File: src/rtl/mac_pkg.sv
// Shared definitions for the sequential dot-product engine: default widths,
// memory depth and the controller state encoding.
package mac_pkg;

    localparam int DEPTH      = 16;
    localparam int DEF_DATA_W = 8;
    localparam int DEF_ADDR_W = $clog2(DEPTH);
    localparam int DEF_ACC_W  = 20;

    typedef enum logic [1:0] {
        ST_IDLE  = 2'd0,
        ST_RUN   = 2'd1,
        ST_DRAIN = 2'd2,
        ST_DONE  = 2'd3
    } state_e;

endpackage

File: src/rtl/mac_acc.sv
// Multiply-accumulate unit: on en, adds the full unsigned a*b product
// (zero-extended) to the accumulator; clr restarts the sum at zero.
// The accumulator wraps modulo 2^ACC_W.
module mac_acc
    import mac_pkg::*;
#(
    parameter int DATA_W = DEF_DATA_W,
    parameter int ACC_W  = DEF_ACC_W
) (
    input  logic              clk,
    input  logic              rst_n,
    input  logic              clr,
    input  logic              en,
    input  logic [DATA_W-1:0] a,
    input  logic [DATA_W-1:0] b,
    output logic [ACC_W-1:0]  acc
);

    logic [2*DATA_W-1:0] prod;
    logic [ACC_W-1:0]    acc_d;
    logic [ACC_W-1:0]    acc_q;

    // Next accumulator value: clear has priority over accumulation.
    always_comb begin
        prod  = a * b;
        acc_d = acc_q;
        if (clr) begin
            acc_d = '0;
        end else if (en) begin
            acc_d = acc_q + ACC_W'(prod);
        end
    end

    // Accumulator register; reset forces a zero result immediately.
    always_ff @(posedge clk or negedge rst_n) begin
        if (!rst_n) begin
            acc_q <= '0;
        end else begin
            acc_q <= acc_d;
        end
    end

    assign acc = acc_q;

endmodule

File: src/rtl/mac_seq.sv
// Sequential dot-product controller. Reads len words from two synchronous
// operand memories over a shared address and accumulates m1[i]*m2[i].
// Optional feature macro: MAC_SEQ_ABORT_EN adds an abort input that cancels
// a run in RUN or DRAIN without a done pulse.
module mac_seq
    import mac_pkg::*;
#(
    parameter int DATA_W = DEF_DATA_W,
    parameter int ADDR_W = DEF_ADDR_W,
    parameter int ACC_W  = DEF_ACC_W
) (
    input  logic              clk,
    input  logic              rst_n,
    input  logic              start,
    input  logic [ADDR_W:0]   len,
`ifdef MAC_SEQ_ABORT_EN
    input  logic              abort,
`endif
    output logic              rd_en,
    output logic [ADDR_W-1:0] addr,
    input  logic [DATA_W-1:0] m1_data,
    input  logic [DATA_W-1:0] m2_data,
    output logic              busy,
    output logic              done,
    output logic [ACC_W-1:0]  result
);

    localparam logic [ADDR_W:0] MAX_LEN = (ADDR_W+1)'(1 << ADDR_W);

    state_e            state_d, state_q;
    logic [ADDR_W-1:0] addr_d, addr_q;
    logic [ADDR_W-1:0] last_d, last_q;
    logic              acc_en_d, acc_en_q;
    logic              clr;
    logic [ADDR_W:0]   len_eff;

    // Next-state, address counter and accumulator-clear decode.
    always_comb begin
        state_d = state_q;
        addr_d  = addr_q;
        last_d  = last_q;
        clr     = 1'b0;
        len_eff = (len > MAX_LEN) ? MAX_LEN : len;
        case (state_q)
            ST_IDLE: begin
                if (start) begin
                    clr = 1'b1;
                    if (len_eff == '0) begin
                        // Empty run: no reads, result is the cleared sum.
                        state_d = ST_DONE;
                    end else begin
                        state_d = ST_RUN;
                        addr_d  = '0;
                        last_d  = ADDR_W'(len_eff - (ADDR_W+1)'(1));
                    end
                end
            end
            ST_RUN: begin
`ifdef MAC_SEQ_ABORT_EN
                if (abort) begin
                    state_d = ST_IDLE;
                end else
`endif
                if (addr_q == last_q) begin
                    state_d = ST_DRAIN;
                end else begin
                    addr_d = addr_q + ADDR_W'(1);
                end
            end
            ST_DRAIN: begin
`ifdef MAC_SEQ_ABORT_EN
                if (abort) begin
                    state_d = ST_IDLE;
                end else
`endif
                begin
                    state_d = ST_DONE;
                end
            end
            ST_DONE: begin
                state_d = ST_IDLE;
            end
            default: begin
                state_d = ST_IDLE;
            end
        endcase
    end

    // Memory data arrives one cycle after the read strobe, so the
    // accumulate enable is the strobe delayed by one cycle.
    always_comb begin
        acc_en_d = rd_en;
    end

    // Control registers: state, address, last address and accumulate enable.
    always_ff @(posedge clk or negedge rst_n) begin
        if (!rst_n) begin
            state_q  <= ST_IDLE;
            addr_q   <= '0;
            last_q   <= '0;
            acc_en_q <= 1'b0;
        end else begin
            state_q  <= state_d;
            addr_q   <= addr_d;
            last_q   <= last_d;
            acc_en_q <= acc_en_d;
        end
    end

    assign rd_en = (state_q == ST_RUN);
    assign busy  = (state_q != ST_IDLE);
    assign done  = (state_q == ST_DONE);
    assign addr  = addr_q;

    mac_acc #(
        .DATA_W (DATA_W),
        .ACC_W  (ACC_W)
    ) u_acc (
        .clk   (clk),
        .rst_n (rst_n),
        .clr   (clr),
        .en    (acc_en_q),
        .a     (m1_data),
        .b     (m2_data),
        .acc   (result)
    );

endmodule

File: config.mk
export PLATFORM = sky130hd
export DESIGN_NAME = mac_seq
export DESIGN_NICKNAME = d
export VERILOG_FILES = /design/src/rtl/mac_pkg.sv /design/src/rtl/mac_acc.sv /design/src/rtl/mac_seq.sv
export SDC_FILE = /design/constraint.sdc
export NUM_CORES = 1
export LEC_CHECK = 0
export BUFFER_PORTS_ARGS = -buffer_cell sky130_fd_sc_hd__buf_2
export CORE_ASPECT_RATIO = 2
export CORE_MARGIN = 2
export CORE_UTILIZATION = 63
export CTS_CLUSTER_DIAMETER = 120
export DETAILED_ROUTE_END_ITERATION = 10
export HOLD_SLACK_MARGIN = 0.15
export PLACE_DENSITY_LB_ADDON = 0.1
export RECOVER_POWER = 25
export SYNTH_ARGS = -nofsm -noshare
export SYNTH_HDL_FRONTEND = slang
export SYNTH_SLANG_ARGS = --single-unit
File: constraint.sdc
create_clock -name clk -period 7.2 [get_ports clk]
set_clock_uncertainty 0.1 [all_clocks]
set_input_delay 1.08 -clock clk [delete_from_list [all_inputs] [get_ports clk]]
set_output_delay 1.08 -clock clk [all_outputs]
set_load 0.02 [all_outputs]
==> results of run 1 <==
## critical path, stage by stage
cell,delay (ns)
buf_2,0.15
and2_1,0.19
fa_1,0.52
fa_1,0.52
fa_1,0.54
inv_1,0.05
fa_1,0.52
inv_1,0.04
ha_1,0.38
a21o_2,0.25
a31oi_1,0.24
o221ai_1,0.15
a31oi_1,0.27
xor2_1,0.18
a21oi_1,0.08
## cell families (layout without fill, tap and decap cells)
family | after synthesis | in the layout | synth area share, %
AOI/OAI and AO/OA | 65 | 65 | 10.2
xor gates and xnor gates | 17 | 17 | 3.55
adders and majority gates | 97 | 97 | 37.8
buffers and inverters | 113 | 161 | 10.1
DFF | 31 | 31 | 18.5
muxes | 10 | 10 | 2.41
and+or+nand+nor | 149 | 149 | 17.4
## per-stage QoR
step           worst slack (ns)  area (sq um)
2_1_floorplan              2.01          4200
3_3_place_gp               1.80          4520
3_5_place_dp               1.76          4520
4_1_cts                    2.05          4660
5_1_grt                    1.82          4660
6_report                   2.05          4660
## cell type report
type / instances / area [sq um] / area share, %
Multi-Input combinational cell: 338 / 3000 / 64.3
Sequential cell: 31 / 776 / 16.6
Inverter: 103 / 387 / 8.29
Timing Repair Buffer: 50 / 249 / 5.34
Clock buffer: 6 / 129 / 2.76
Tap cell: 88 / 110 / 2.36
Clock inverter: 2 / 12.5 / 0.268
## registers in the layout, summed over array words and instances (netlist names)
| register | cells |
|---|---|
| addr | 4 |
| acc_en_q | 1 |
| u_acc.acc | 20 |
| last_q | 4 |
| state_q | 2 |
## Yosys cell counts (4+ instances only)
cell type	number
o21ai_0	18
nor2_1	24
dfrtp_1	31
a21oi_1	19
nor3_1	5
a21o_1	7
xor2_1	14
nand2b_1	4
fa_1	50
nand4_1	4
inv_1	102
nand3_1	10
mux2i_1	9
and2_1	33
nor2b_1	6
clkbuf_1	8
nand2_1	53
ha_1	47
## per-layer routing
layer  GRT usage, %  part of all wire [%]
met3           2.61                   3.1
met4           5.98                   1.3
met5              0                     0
met1           37.2                    42
met2           44.7                    53
## report_power, final
group	leakage, uW	switching, uW	internal, uW
registers	0.000380	102	259
clock network	0.0000669	78.3	127
logic	0.00207	1010	695
## final timing paths
| check | end | slack, ns |
|---|---|---|
| min reg2reg | last_q[3]$_DFFE_PN0P_ | 0.39 |
| min | last_q[3]$_DFFE_PN0P_ | 0.39 |
| min in group asynchronous | state_q[0]$_DFFE_PN0P_ | 1.14 |
| max | u_acc.acc[17]$_DFFE_PN0P_ | 2.05 |
| max reg2reg | u_acc.acc[18]$_DFFE_PN0P_ | 2.70 |
| max in group asynchronous | u_acc.acc[1]$_DFFE_PN0P_ | 4.85 |
==> impl_metrics.toml, run 1 <==
[worst_hold_path]
min_path_type = "reg -> reg"
holdPathStages = 2
hold_start = "last_q[3]$_DFFE_PN0P_"

[final_layout]
final_cell_mix = "inv_1, nand2_1, fa_1"
fillers = 576
drive_above_1_share_pct = 12.1
num_antenna_cells = 0
layout_commonest_cell = "inv_1"
syn_to_final_growth_pct = 11.0
fin_cells = 618
utilization_pct = 71.5
final_nets = 650

[placement]
hpwl_microns = 7430
dp_cells = 610
io_buffers = 50
gp_congestion = 0.876

[synth]
synth_warnings = 0
synth_nets = 603
synth-seq-area-share_pct = 18.5
synth_edf_count = 0
avgSynthCellArea_sq_um = 8.71
synth_area_leaders = "fa_1, dfrtp_1, ha_1"
synth_top_area_share_pct = 23.8
yosys_most_used_dff = "dfrtp_1"
synthCells = 482
synth_area_sq_um = 4200
synth-seq-cells = 31
yosysUniqueCellTypes = 47
async_reset_ff_share_pct = 100
synth_area_leader_cell = "fa_1"

[timing]
finalCritPeriodShare_pct = 71.5
finalSetupViolCount = 0
fin_tns_setup_ns = 0
worst_pin_slew_ns = 1.71
hold_viol_final = 0
maxSlewHeadroom_pct = -14.3
drv_slew = 32
rsz0062_at_grt = "false"
fmax_mhz = 194
hold_ws_ns = 0.393
fin_crit_ns = 5.15

[detailed_routing]
drt-initial-drc-count = 191
drc = 0
route.final.wire_length_microns = 9100
vias = 3341
ant_nets = 0
drtPass1Iterations = 5
post_drt_via_cell_ratio = 5.41
wl_per_cell_microns = 14.7

[clock_tree]
cts_buffers = 5
clk_path_buf_depth = 2
cts_setup_buffers = 0
cts_tree = "built"
clkSinkCount = 31
htreeDepth = 2
cts_root_buffer = "clkbuf_16"
clock_latency_ns = 0.28
clkSlewWorstSetupHoldPaths_ns = 0.06
cts_hold_buffers = 0
cts_resized = 0

[power]
power_density_nw_per_um2 = 488
leakage_uw = 0.00252
power.total_uw = 2280
vdd_drop_max_uv = 230

[worst_setup_path]
cp-end-kind = "flop"
cp-start-kind = "input port"
crit_required_ns = 7.22
r2r-start = "u_acc.acc[6]$_DFFE_PN0P_"
arrival_ns = 5.17
startpoint = "m1_data[3]"
reg2regPathDepth = 15
critPathMaxFanout = 8
path_class = "in -> reg"

[global_route]
antenna_found_initial = 0
grt_pass1_vias = 3277
globalRouteOverflowTotal = 0
grt.total_usage_pct = 26.9
grt_pass1_wl_microns = 15000
grt_max_degree = 32

[floorplan]
start_util_pct = 64.5
coreArea_sq_um = 6520
num_rows = 42
die_w_microns = 61.7
die_area_sq_um = 7380
die_h_microns = 119
ios = 51

[status]
violations = "max-capacitance violations, max-slew violations"
status = "finished with violations"

[run]
drv_cap = 1
(Power assumes the default switching activity.)
==> inputs of run 2 (changes only) <==
Settings changed: CORE_UTILIZATION 63 to 60.
Clock period 7.2 ns to 5.15 ns, I/O delays scaled along.
==> run 2 against run 1 <==
Against the previous run: the flow still finishes with violations (max-capacitance violations, max-slew violations); total power rose by 50%; clock-buffer cell count unchanged; routed wire length about the same; critical path type unchanged; largest power group unchanged.
==> impl_metrics.toml, run 2 (synthesized netlist as in run 1, its figures left out) <==
[status]
status = "finished with violations"
violations = "max-capacitance violations, max-slew violations"

[clock_tree]
cts_tree = "built"
cts_root_buffer = "clkbuf_16"
cts_buffers = 5
cts_setup_buffers = 0
cts_resized = 0
clkSlewWorstSetupHoldPaths_ns = 0.06
clock_latency_ns = 0.28
htreeDepth = 2
cts_hold_buffers = 0
clkSinkCount = 31
clk_path_buf_depth = 2

[final_layout]
regArea_sq_um = 776
largest_register_ffs = 20
utilization_pct = 70.7
syn_to_final_growth_pct = 15.0
layout_commonest_cell = "inv_1"
fillers = 585
final_nets = 668
drive_above_1_share_pct = 15.1
multiInputGateArea_sq_um = 3000
num_antenna_cells = 0
final_cell_mix = "inv_1, nand2_1, fa_1"

[timing]
drv_slew = 32
fmax_mhz = 207
finalCritPeriodShare_pct = 94.0
worst_pin_slew_ns = 1.65
finalSetupViolCount = 0
fin_crit_ns = 4.84
hold_viol_final = 0
rsz0062_at_grt = "false"
maxSlewHeadroom_pct = -10.3
fin_tns_setup_ns = 0

[worst_setup_path]
worstPathCellList = "buf_2, and2_1, fa_1, fa_1, fa_1, inv_1, fa_1, inv_1, ha_1, and3_1, nand2_1, a21oi_2, o41ai_2, buf_4, or4_1, o211ai_2"
cp_num_buf_inv = 4
startpoint = "m1_data[3]"
reg2regPathDepth = 17
crit_required_ns = 5.25
crit_top_cell = "fa_1"
reg2reg_slack_ns = 0.56
max_stage_delay_ns = 0.55
path_depth = 16
critical_path.endpoint = "u_acc.acc[18]$_DFFE_PN0P_"
worst_path_dominant_cell_family = "adder cells"
cp-start-kind = "input port"
arrival_ns = 4.94
cp-end-kind = "flop"
path_class = "in -> reg"
r2r-end = "u_acc.acc[18]$_DFFE_PN0P_"
r2r-start = "u_acc.acc[6]$_DFFE_PN0P_"
critPathMaxFanout = 8
crit_slowest_cell = "fa_1"

[global_route]
grt.total_usage_pct = 25.5
grt_pass1_vias = 3332
antenna_found_initial = 0
grt_max_degree = 32
grt_pass1_wl_microns = 15400
globalRouteOverflowTotal = 0

[detailed_routing]
wl_per_cell_microns = 14.3
ant_nets = 0
drt-initial-drc-count = 162
post_drt_via_cell_ratio = 5.34
route.final.wire_length_microns = 9100
drtPass1Iterations = 4
drc = 0
vias = 3409

[power]
p_sw_share_pct = 50.3
pwr-share-comb_pct = 75.0
p_int_uw = 1690
pwr-share-seq_pct = 14.7
clkPwrFrac_pct = 10.3
leakage_uw = 0.00263
p_sw_uw = 1720
vdd_drop_max_uv = 332
power_density_nw_per_um2 = 706

[floorplan]
ios = 51
num_rows = 43
start_util_pct = 61.5
coreArea_sq_um = 6830
die_h_microns = 122
die_area_sq_um = 7730
die_w_microns = 63.2

[worst_hold_path]
min_path_type = "reg -> reg"

[run]
drv_cap = 1

[placement]
hpwl_microns = 7680
gp_congestion = 0.896
io_buffers = 50
## run 2: cell count changes in the layout (fill, tap and decap cells not counted)
cell and change:
clkinvlp_4 -1, buf_4 +18, clkbuf_1 -1, bufinv_16 +1, clkbuf_8 +1
## run 2: final cells by class
cell class                 count  area share [%]
multi-input combinational    338            62.1
clock buffer                   6            2.87
inverter                     103            8.00
tap                           90            2.33
clock inverter                 2           0.725
timing repair buffer          68            7.95
sequential                    31            16.1
## run 2: per-layer routing
layer  routed length [microns]  up-vias  track usage (%)
met5                         0        -                0
met4                       140        0             8.06
met3                       253       12             2.47
met2                      4630       70             43.4
met1                      4080     1676             34.3
li1                          -     1651                -
## run 2: stage by stage
stage | std cells | worst slack, ns | hold slack, ns | cell area (sq um) | power (uW)
4_1_cts | 638 | 0.309 | 0.413 | 4830 | 3430
2_1_floorplan | 482 | 0.265 | 0.366 | 4200 | 2360
3_5_place_dp | 630 | 0.0267 | 0.392 | 4660 | 3040
6_report | 638 | 0.311 | 0.414 | 4830 | 3410
5_1_grt | 638 | 0.0597 | 0.433 | 4830 | 3790
3_3_place_gp | 630 | 0.0581 | 0.381 | 4660 | 2990
## run 2: worst min path at each step
stage / startpoint / end / slack, ns / cells past startpoint
after global placement: last_q[1]$_DFFE_PN0P_ / last_q[1]$_DFFE_PN0P_ / 0.38 / 2
after floorplan: last_q[3]$_DFFE_PN0P_ / last_q[3]$_DFFE_PN0P_ / 0.37 / 2
after global routing: last_q[1]$_DFFE_PN0P_ / last_q[1]$_DFFE_PN0P_ / 0.43 / 2
after detailed placement: last_q[3]$_DFFE_PN0P_ / last_q[3]$_DFFE_PN0P_ / 0.39 / 2
final: last_q[1]$_DFFE_PN0P_ / last_q[1]$_DFFE_PN0P_ / 0.41 / 2
after CTS: last_q[1]$_DFFE_PN0P_ / last_q[1]$_DFFE_PN0P_ / 0.41 / 2
## run 2: worst register-to-register path: cells and delay by family (launching register included)
kind / cells / cell delay [ns]
adder cells (fa/ha/maj): 5 / 2.40
AO/OA/AOI/OAI: 5 / 0.85
flip-flops: 1 / 0.40
buffers and inverters: 6 / 0.56
AND/OR/NAND/NOR: 1 / 0.11
## run 2: power groups by stage
stage               sequential [uW]  combinational [uW]  clock [uW]
floorplan                       547                1810           0
global placement                503                2490           0
detailed placement              504                2540           0
CTS                             500                2570         356
global route                    521                2900         366
finish                          500                2560         351
==> inputs of run 3 (changes only) <==
Clock period 5.15 ns to 5.1 ns, I/O delays scaled along.
==> run 3 against run 2 <==
Against the previous run: highest routed layer unchanged; worst setup slack worse by 0.021 ns; clock power down 19%; routed wire length shrank 1.2%; cell area is 1.9% lower; critical path type unchanged; largest cell class unchanged; total power is 2.8% lower; the run still ends with max-capacitance violations, max-slew violations left; register-to-register slack improved by 0.11 ns.
==> impl_metrics.toml, run 3 (synthesized netlist as in run 1, its figures left out) <==
[floorplan]
die_h_microns = 122
die_area_sq_um = 7730
die_w_microns = 63.2
ios = 51
coreArea_sq_um = 6830
num_rows = 43
start_util_pct = 61.5

[timing]
maxSlewHeadroom_pct = -10.5
fmax_mhz = 208
hold_viol_final = 0
finalCritPeriodShare_pct = 94.3
drv_slew = 32
worst_pin_slew_ns = 1.66
hold_ws_ns = 0.394
finalSetupViolCount = 0
fin_tns_setup_ns = 0
fin_crit_ns = 4.81
rsz0062_at_grt = "false"

[power]
power.total_uw = 3320
power_density_nw_per_um2 = 700
leakage_uw = 0.00257
vdd_drop_max_uv = 276

[detailed_routing]
ant_nets = 0
post_drt_via_cell_ratio = 5.34
drtPass1Iterations = 5
route.final.wire_length_microns = 8990
drt-initial-drc-count = 205
wl_per_cell_microns = 14.3
vias = 3367
drc = 0

[final_layout]
drive_above_1_share_pct = 13.7
num_antenna_cells = 0
syn_to_final_growth_pct = 12.8
layout_commonest_cell = "inv_1"
final_nets = 660
utilization_pct = 69.4
largest_register_ffs = 20
final_cell_mix = "inv_1, nand2_1, fa_1"
fin_cells = 630

[worst_hold_path]
min_path_type = "reg -> reg"

[global_route]
grt_pass1_wl_microns = 15000
grt_pass1_vias = 3228
globalRouteOverflowTotal = 0
grt.total_usage_pct = 24.8
antenna_found_initial = 0
grt_max_degree = 32

[clock_tree]
cts_hold_buffers = 0
clkSlewWorstSetupHoldPaths_ns = 0.05
clock_latency_ns = 0.28
htreeDepth = 2
clk_path_buf_depth = 2
cts_resized = 0
cts_setup_buffers = 0
cts_tree = "built"
cts_root_buffer = "clkbuf_16"
clkSinkCount = 31
cts_buffers = 5

[status]
status = "finished with violations"
violations = "max-capacitance violations, max-slew violations"

[placement]
io_buffers = 50
hpwl_microns = 7530
gp_congestion = 0.857
dp_cells = 622

[worst_setup_path]
arrival_ns = 4.82
path_class = "in -> reg"
crit_required_ns = 5.11
cp-end-kind = "flop"
cp-start-kind = "input port"
critPathMaxFanout = 6

[run]
drv_cap = 1
-- run 3: cell count changes in the layout (fill, tap and decap cells not counted), sizes merged --
cell and change:
buf -8, bufinv -1, clkinvlp +1
-- run 3: final cells by class --
| class | instances | area, sq um |
|---|---|---|
| sequential | 31 | 776 |
| fill | 621 | 2090 |
| tap | 90 | 113 |
| inverter | 103 | 387 |
| timing repair buffer | 60 | 324 |
| multi-input combinational | 338 | 3000 |
| clock inverter | 2 | 12.5 |
| clock buffer | 6 | 129 |
-- run 3: worst paths after layout --
path	from	end	slack (ns)	depth (start not counted)
setup / recovery	m1_data[2]	u_acc.acc[16]$_DFFE_PN0P_	0.29	15
hold / removal	last_q[3]$_DFFE_PN0P_	last_q[3]$_DFFE_PN0P_	0.39	2
setup reg to reg	u_acc.acc[6]$_DFFE_PN0P_	u_acc.acc[17]$_DFFE_PN0P_	0.67	17
hold reg to reg	last_q[3]$_DFFE_PN0P_	last_q[3]$_DFFE_PN0P_	0.39	2
max in group asynchronous	rst_n	u_acc.acc[3]$_DFFE_PN0P_	3.12	1
min in group asynchronous	rst_n	state_q[0]$_DFFE_PN0P_	0.80	1
-- run 3: report_power, final --
group,switching (uW),internal [uW]
combinational,1460,1060
clock,107,180
sequential,141,365
-- run 3: worst max-delay path, cell delays in order --
cell	delay [ns]
buf_2	0.15
and2_1	0.18
fa_1	0.51
fa_1	0.52
fa_1	0.54
inv_1	0.05
fa_1	0.52
inv_1	0.04
ha_1	0.32
a21oi_1	0.22
o21ai_1	0.16
a2111o_1	0.37
o22a_2	0.21
xnor2_1	0.16
a21oi_1	0.09
-- run 3: stage by stage --
stage | cell area [sq um] | setup slack, ns
after global placement | 4600 | 0.0145
after CTS | 4740 | 0.296
after global routing | 4740 | 0.122
final | 4740 | 0.290
after floorplan | 4200 | 0.222
after detailed placement | 4600 | 0.0165
-- run 3: layer usage --
layer  global-route usage (%)  up-vias  share of wire [%]  wire, microns
met4                     9.72        0                1.2            111
li1                         -     1638                  -              -
met1                     33.3     1618                 42           3810
met3                     3.57        9                5.3            474
met2                     40.6      102                 51           4590
met5                        0        -                  0              0
